--- config.mk ---
export PLATFORM = sky130hd
export DESIGN_NAME = data_store_buffer
export DESIGN_NICKNAME = d
export VERILOG_FILES = /design/src/rtl/data_memory_pkg.sv /design/src/rtl/store_buffer_match.sv /design/src/rtl/data_store_buffer.sv
export SDC_FILE = /design/constraint.sdc
export NUM_CORES = 1
export LEC_CHECK = 0
export ABC_CLOCK_PERIOD_IN_PS = 11000
export BUFFER_PORTS_ARGS = -buffer_cell sky130_fd_sc_hd__buf_2
export CORE_MARGIN = 4
export CORE_UTILIZATION = 40
export CTS_BUF_LIST = sky130_fd_sc_hd__clkbuf_4 sky130_fd_sc_hd__clkbuf_8
export CTS_CLUSTER_DIAMETER = 150
export DETAILED_ROUTE_END_ITERATION = 10
export PLACE_DENSITY_LB_ADDON = 0.25
export SLEW_MARGIN = 20
export SYNTH_ARGS = -nofsm -noshare
export SYNTH_HDL_FRONTEND = slang
export SYNTH_SLANG_ARGS = --single-unit
export TNS_END_PERCENT = 5
--- constraint.sdc ---
create_clock -name clk_i -period 11 [get_ports clk_i]
set_input_delay 2.2 -clock clk_i [delete_from_list [all_inputs] [get_ports clk_i]]
set_output_delay 2.2 -clock clk_i [all_outputs]
set_load 0.01 [all_outputs]
--- src/rtl/data_memory_pkg.sv ---
// Shared types for the data-memory write path: entry layout, width codes and drain states.
// Entry fields are sized by the package constants; the module parameters default to them.
package data_memory_pkg;

    localparam int STORE_BUFFER_DEPTH      = 4;
    localparam int STORE_BUFFER_XLEN       = 32;
    localparam int STORE_BUFFER_PORT_WIDTH = 32;

    typedef enum logic [1:0] {
        BYTE = 2'd0,
        HALF = 2'd1,
        WORD = 2'd2
    } store_width_t;

    typedef struct packed {
        logic [STORE_BUFFER_XLEN-1:0]       address;
        logic [STORE_BUFFER_PORT_WIDTH-1:0] data;
        store_width_t                       width;
        logic                               valid;
    } store_buffer_entry_t;

    typedef enum logic [1:0] {
        DRAIN_IDLE,
        DRAIN_REQUEST,
        DRAIN_WAIT_DONE
    } drain_state_t;

endpackage

--- src/rtl/store_buffer_match.sv ---
// Combinational address search over the buffer, walking oldest to youngest so the youngest hit wins.
// Zero latency; returns zero data when nothing matches.
module store_buffer_match
    import data_memory_pkg::*;
#(
    parameter int DEPTH      = STORE_BUFFER_DEPTH,
    parameter int XLEN       = STORE_BUFFER_XLEN,
    parameter int PORT_WIDTH = STORE_BUFFER_PORT_WIDTH
) (
    input  store_buffer_entry_t       i_entries [DEPTH],
    input  logic [$clog2(DEPTH)-1:0]  i_head,
    input  logic [XLEN-1:0]           i_lookup_address,
    output logic                      o_match,
    output logic [PORT_WIDTH-1:0]     o_data
);

    localparam int PTR_W = $clog2(DEPTH);

    logic [PTR_W-1:0] w_idx;

    always_comb begin
        o_match = 1'b0;
        o_data  = '0;
        w_idx   = i_head;
        for (int k = 0; k < DEPTH; k++) begin
            w_idx = i_head + PTR_W'(k);
            if (i_entries[w_idx].valid && (i_entries[w_idx].address == i_lookup_address)) begin
                o_match = 1'b1;
                o_data  = i_entries[w_idx].data;
            end
        end
    end

endmodule

--- src/rtl/data_store_buffer.sv ---
// Write-posting FIFO between store/writeback sources and external memory, drained oldest-first.
// Push-to-request takes 3 cycles; pushes while full are dropped and the source must hold its request.
module data_store_buffer
    import data_memory_pkg::*;
#(
    parameter int DEPTH      = STORE_BUFFER_DEPTH,
    parameter int XLEN       = STORE_BUFFER_XLEN,
    parameter int PORT_WIDTH = STORE_BUFFER_PORT_WIDTH
) (
    input  logic                  clk_i,
    input  logic                  rst_i,
    input  logic                  store_push_i,
    input  logic [XLEN-1:0]       store_address_i,
    input  logic [PORT_WIDTH-1:0] store_data_i,
    input  logic [1:0]            store_width_i,
    input  logic                  wb_push_i,
    input  logic [XLEN-1:0]       wb_address_i,
    input  logic [PORT_WIDTH-1:0] wb_data_i,
    output logic                  full_o,
    output logic                  empty_o,
    output logic                  port_idle_o,
    input  logic [XLEN-1:0]       lookup_address_i,
    output logic                  address_match_o,
    output logic [PORT_WIDTH-1:0] match_data_o,
    output logic                  mem_request_o,
    output logic [XLEN-1:0]       mem_address_o,
    output logic [PORT_WIDTH-1:0] mem_data_o,
    output logic [1:0]            mem_width_o,
    input  logic                  mem_acknowledge_i,
    input  logic                  mem_done_i
);

    localparam int PTR_W = $clog2(DEPTH);
    localparam int CNT_W = PTR_W + 1;

    store_buffer_entry_t r_entries [DEPTH];
    logic [PTR_W-1:0]    r_head;
    logic [PTR_W-1:0]    r_tail;
    logic [CNT_W-1:0]    r_count;
    logic                r_full;
    logic                r_empty;
    drain_state_t        r_state;

    drain_state_t        w_state_next;
    store_buffer_entry_t w_new_entry;
    logic                w_push;
    logic                w_pop;
    logic [CNT_W-1:0]    w_count_next;

    assign full_o      = r_full;
    assign empty_o     = r_empty;
    assign port_idle_o = !store_push_i;

    // Stores win the shared write port; a writeback only gets in on a cycle with no store.
    always_comb begin
        w_push              = (store_push_i | (wb_push_i & port_idle_o)) & !r_full;
        w_new_entry.valid   = 1'b1;
        w_new_entry.address = store_push_i ? store_address_i : wb_address_i;
        w_new_entry.data    = store_push_i ? store_data_i    : wb_data_i;
        w_new_entry.width   = store_push_i ? store_width_t'(store_width_i) : WORD;
    end

    assign w_count_next = r_count + CNT_W'(w_push) - CNT_W'(w_pop);

    always_comb begin
        w_state_next  = r_state;
        w_pop         = 1'b0;
        mem_request_o = 1'b0;
        mem_address_o = '0;
        mem_data_o    = '0;
        mem_width_o   = '0;
        case (r_state)
            DRAIN_IDLE: begin
                if (!r_empty) begin
                    w_state_next = DRAIN_REQUEST;
                end
            end
            DRAIN_REQUEST: begin
                mem_request_o = 1'b1;
                mem_address_o = r_entries[r_head].address;
                mem_data_o    = r_entries[r_head].data;
                mem_width_o   = r_entries[r_head].width;
                if (mem_acknowledge_i) begin
                    w_state_next = DRAIN_WAIT_DONE;
                end
            end
            DRAIN_WAIT_DONE: begin
                mem_address_o = r_entries[r_head].address;
                mem_data_o    = r_entries[r_head].data;
                mem_width_o   = r_entries[r_head].width;
                if (mem_done_i) begin
                    w_pop        = 1'b1;
                    // A push landing this cycle sits right behind the head, so it counts as remaining.
                    w_state_next = ((r_count > CNT_W'(1)) || w_push) ? DRAIN_REQUEST : DRAIN_IDLE;
                end
            end
            default: w_state_next = DRAIN_IDLE;
        endcase
    end

    always_ff @(posedge clk_i or posedge rst_i) begin
        if (rst_i) begin
            for (int i = 0; i < DEPTH; i++) begin
                r_entries[i] <= '0;
            end
            r_head  <= '0;
            r_tail  <= '0;
            r_count <= '0;
            r_full  <= 1'b0;
            r_empty <= 1'b1;
            r_state <= DRAIN_IDLE;
        end else begin
            if (w_push) begin
                r_entries[r_tail] <= w_new_entry;
                r_tail            <= r_tail + PTR_W'(1);
            end
            if (w_pop) begin
                r_entries[r_head].valid <= 1'b0;
                r_head                  <= r_head + PTR_W'(1);
            end
            r_count <= w_count_next;
            r_full  <= (w_count_next == CNT_W'(DEPTH));
            r_empty <= (w_count_next == '0);
            r_state <= w_state_next;
        end
    end

    store_buffer_match #(
        .DEPTH      (DEPTH),
        .XLEN       (XLEN),
        .PORT_WIDTH (PORT_WIDTH)
    ) u_match (
        .i_entries        (r_entries),
        .i_head           (r_head),
        .i_lookup_address (lookup_address_i),
        .o_match          (address_match_o),
        .o_data           (match_data_o)
    );

endmodule

==> results.cfg <==
[sta]
fmax_ghz = 0.115
min_period_ns = 8.72
hold_violations = 0
period_share_pct = 79.3
fin_worst_skew_ns = 0.0287
drv_slew = 0
worst_pin_slew_ns = 1.05
fin_ws_ns = 2.28
setup_viol = 0
relSlewSlack_pct = 29.8
fin_tns_setup_ns = 0
rsz0062_at_grt = no

[floorplan]
dieArea_mm2 = 0.0559
coreArea_mm2 = 0.0515
ioPinCount = 271
row_count = 83
dieHeight_um = 236
die_x_um = 236
initial_core_util_pct = 40.5

[cts]
post-cts-setup-buffers = 0
clkTransAtPathRegs_ns = 0.06
ctsResizeCount = 0
cts_buffers = 51
cts_tree = yes
htree_levels = 2
clock_latency_ns = 0.66
hold_buffers = 0
clockRootBuffer = clkbuf_8
cts_num_sinks = 279
clk_path_buf_depth = 3

[critical_path]
critPathMaxFanout = 56
arrival_ns = 6.52
path_class = reg2out
critPathMaxStageDelay_ns = 1.05
cp-end-kind = primary output
crit_required_ns = 8.80
critical_path_buf_inv_count = 4
crit_family = buffers and inverters
startpoint_type = flip-flop
path_cells = inv_1 > ha_4 > buf_4 > mux4_2 > xnor2_1 > nand4_1 > and4b_1 > nand4_1 > buf_4 > nand2_2 > o21ai_2 > buf_2
crit_slowest_cell = dfrtp_4

[pwr]
powerDensity_mw_per_mm2 = 343
ir_worst_vdd_mv = 0.189
switching_share_pct = 45.9
comb_power_share_pct = 59.8
p_int_w = 0.00436
p_leak_nw = 10.6
p_switching_w = 0.00371
clockPowerShare_pct = 13.6
seq_power_share_pct = 26.6

[global_route]
grt_max_degree = 134
grt-ovfl-total = 0
grt_pass1_wl_um = 99700
grt_pass1_vias = 16572
antenna_found_initial = 11
grtUsageTotal_pct = 22.5

[synth]
ys_seq_area_share_pct = 33.5
mappedNetlistNets = 2276
syn_inst = 2092
synthArstFlopShare_pct = 100
netlist_area_mm2 = 0.0209
ys_seq_elements = 279
ys.warnings.count = 0
yosys_most_used_dff = dfrtp_1
synth_edf_count = 0
ys_types = 59
syn_avg_cell_area_um2 = 9.98

[final_layout]
final_common_cell = nand2_1
nets = 2431
drive_gt1_share_pct = 28.9
area_delta_synth_final_pct = 12.8
final_cell_mix = 288 x nand2_1, 276 x dfrtp_1, 272 x o21ai_0

[routing]
viasPerCell = 5.77
drc = 0
firstDrtPassIters = 5
wirelength_um = 64600
post_drt_wl_per_cell_um = 21.8
via_count = 17126
initialDrtViolationCount = 1421
detail-route-antenna-nets = 0

[status]
outcome = completed

[placed_design]
hpwl_um = 44300
place_congestion = 0.908
portBuffers = 270
pre_cts_slack_ns = 2.80

[job]
maxCapViolCount = 0

[hold_path]
hold_path.class = reg2reg
==> worst reg2reg max path: cells and delay by family (launching register included) <==
kind | cells | cell delay, ns
DFF | 1 | 1.05
buffers and inverters | 2 | 0.95
adders and majority gates | 1 | 0.79
AOI/OAI and AO/OA | 1 | 0.15
and+or+nand+nor | 1 | 0.13
==> Yosys cell counts, types with 4 or more instances <==
cell	count	area [µm²]
buf_2	28	140
mux4_2	157	3540
nand3_1	34	170
mux2_2	73	822
o22ai_1	4	25.0
buf_1	19	71.3
o21ai_0	272	1360
nor2_1	93	349
mux2_1	4	45.0
a211oi_1	4	30.0
xor2_1	41	359
nand4_1	15	93.8
a22oi_1	4	30.0
ha_1	15	188
xnor2_1	75	657
nor3_1	6	30.0
clkbuf_1	111	417
nand2b_1	4	25.0
and3_1	37	231
a21oi_1	85	425
and2_1	56	350
nand2_1	293	1100
o21ai_2	29	254
o21ai_1	5	25.0
buf_4	14	105
nor4_1	11	68.8
mux2i_1	200	2000
inv_1	25	93.8
nor2b_1	34	213
buf_6	15	169
a221oi_1	6	52.6
dfrtp_1	278	6960
a2bb2oi_1	4	35.0
==> kinds of logic (layout without fill, tap and decap cells) <==
kind of cell / Yosys count / in the layout / synth area share [%]
and+or+nand+nor: 594 / 594 / 13.2
muxes: 436 / 436 / 30.8
AOI/OAI and AO/OA: 434 / 434 / 11.6
DFF: 279 / 279 / 33.5
buffers and inverters: 217 / 410 / 5.10
xor gates and xnor gates: 116 / 116 / 4.87
adders and majority gates: 16 / 16 / 0.995
other: 0 / 3 / 0
==> power groups by stage <==
stage	clock [W]	combinational [W]	sequential [W]
after floorplan	0	0.00378	0.00187
after global placement	0	0.00473	0.00210
after detailed placement	0	0.00481	0.00214
after CTS	0.00113	0.00484	0.00213
after global routing	0.00118	0.00527	0.00222
final	0.00110	0.00482	0.00215
==> final timing paths <==
check	start	endpoint	slack, ns	cells after the start
worst max-delay path	r_head[0]$_DFFE_PP0P_	match_data_o[29]	2.28	12
max in group asynchronous	rst_i	async pin	7.92	3
worst min-delay path	flip-flop	flip-flop	0.48	2
min in group asynchronous	rst_i	r_state[1]$_DFFE_PP0P_	1.68	2
worst max register to register	r_head[0]$_DFFE_PP0P_	r_head[1]$_DFFE_PP0P_	7.82	5
worst min register to register	flip-flop	flip-flop	0.48	2
==> cell type report <==
cell class	count	area, µm²
tap	680	851
fill	5005	28000
antenna	3	7.51
multi-input combinational	1596	12900
clock inverter	12	149
timing repair buffer	293	1550
inverter	26	105
clock buffer	79	981
sequential	279	6990
==> stage by stage <==
step           area (µm²)  power, W  hold WS (ns)  std cells  util, %
2_1_floorplan       20900   0.00565         0.445       2092        -
3_3_place_gp        22400   0.00683         0.457       2873     43.4
3_5_place_dp        22400   0.00695         0.471       2873     43.4
4_1_cts             23500   0.00809         0.484       2964     45.6
5_1_grt             23500   0.00866         0.503       2968     45.7
6_report            23500   0.00807         0.481       2968     45.7
==> metal layers <==
metal  vias to the layer above  global-route usage, %  routed length, µm
met4                        14                   7.63               2320
met5                         -                      0                 77
li1                       7880                      -                  -
met1                      8442                   31.0              27500
met3                       151                   4.56               4520
met2                       639                   35.6              30200
Power figures use the tool's default switching activity.
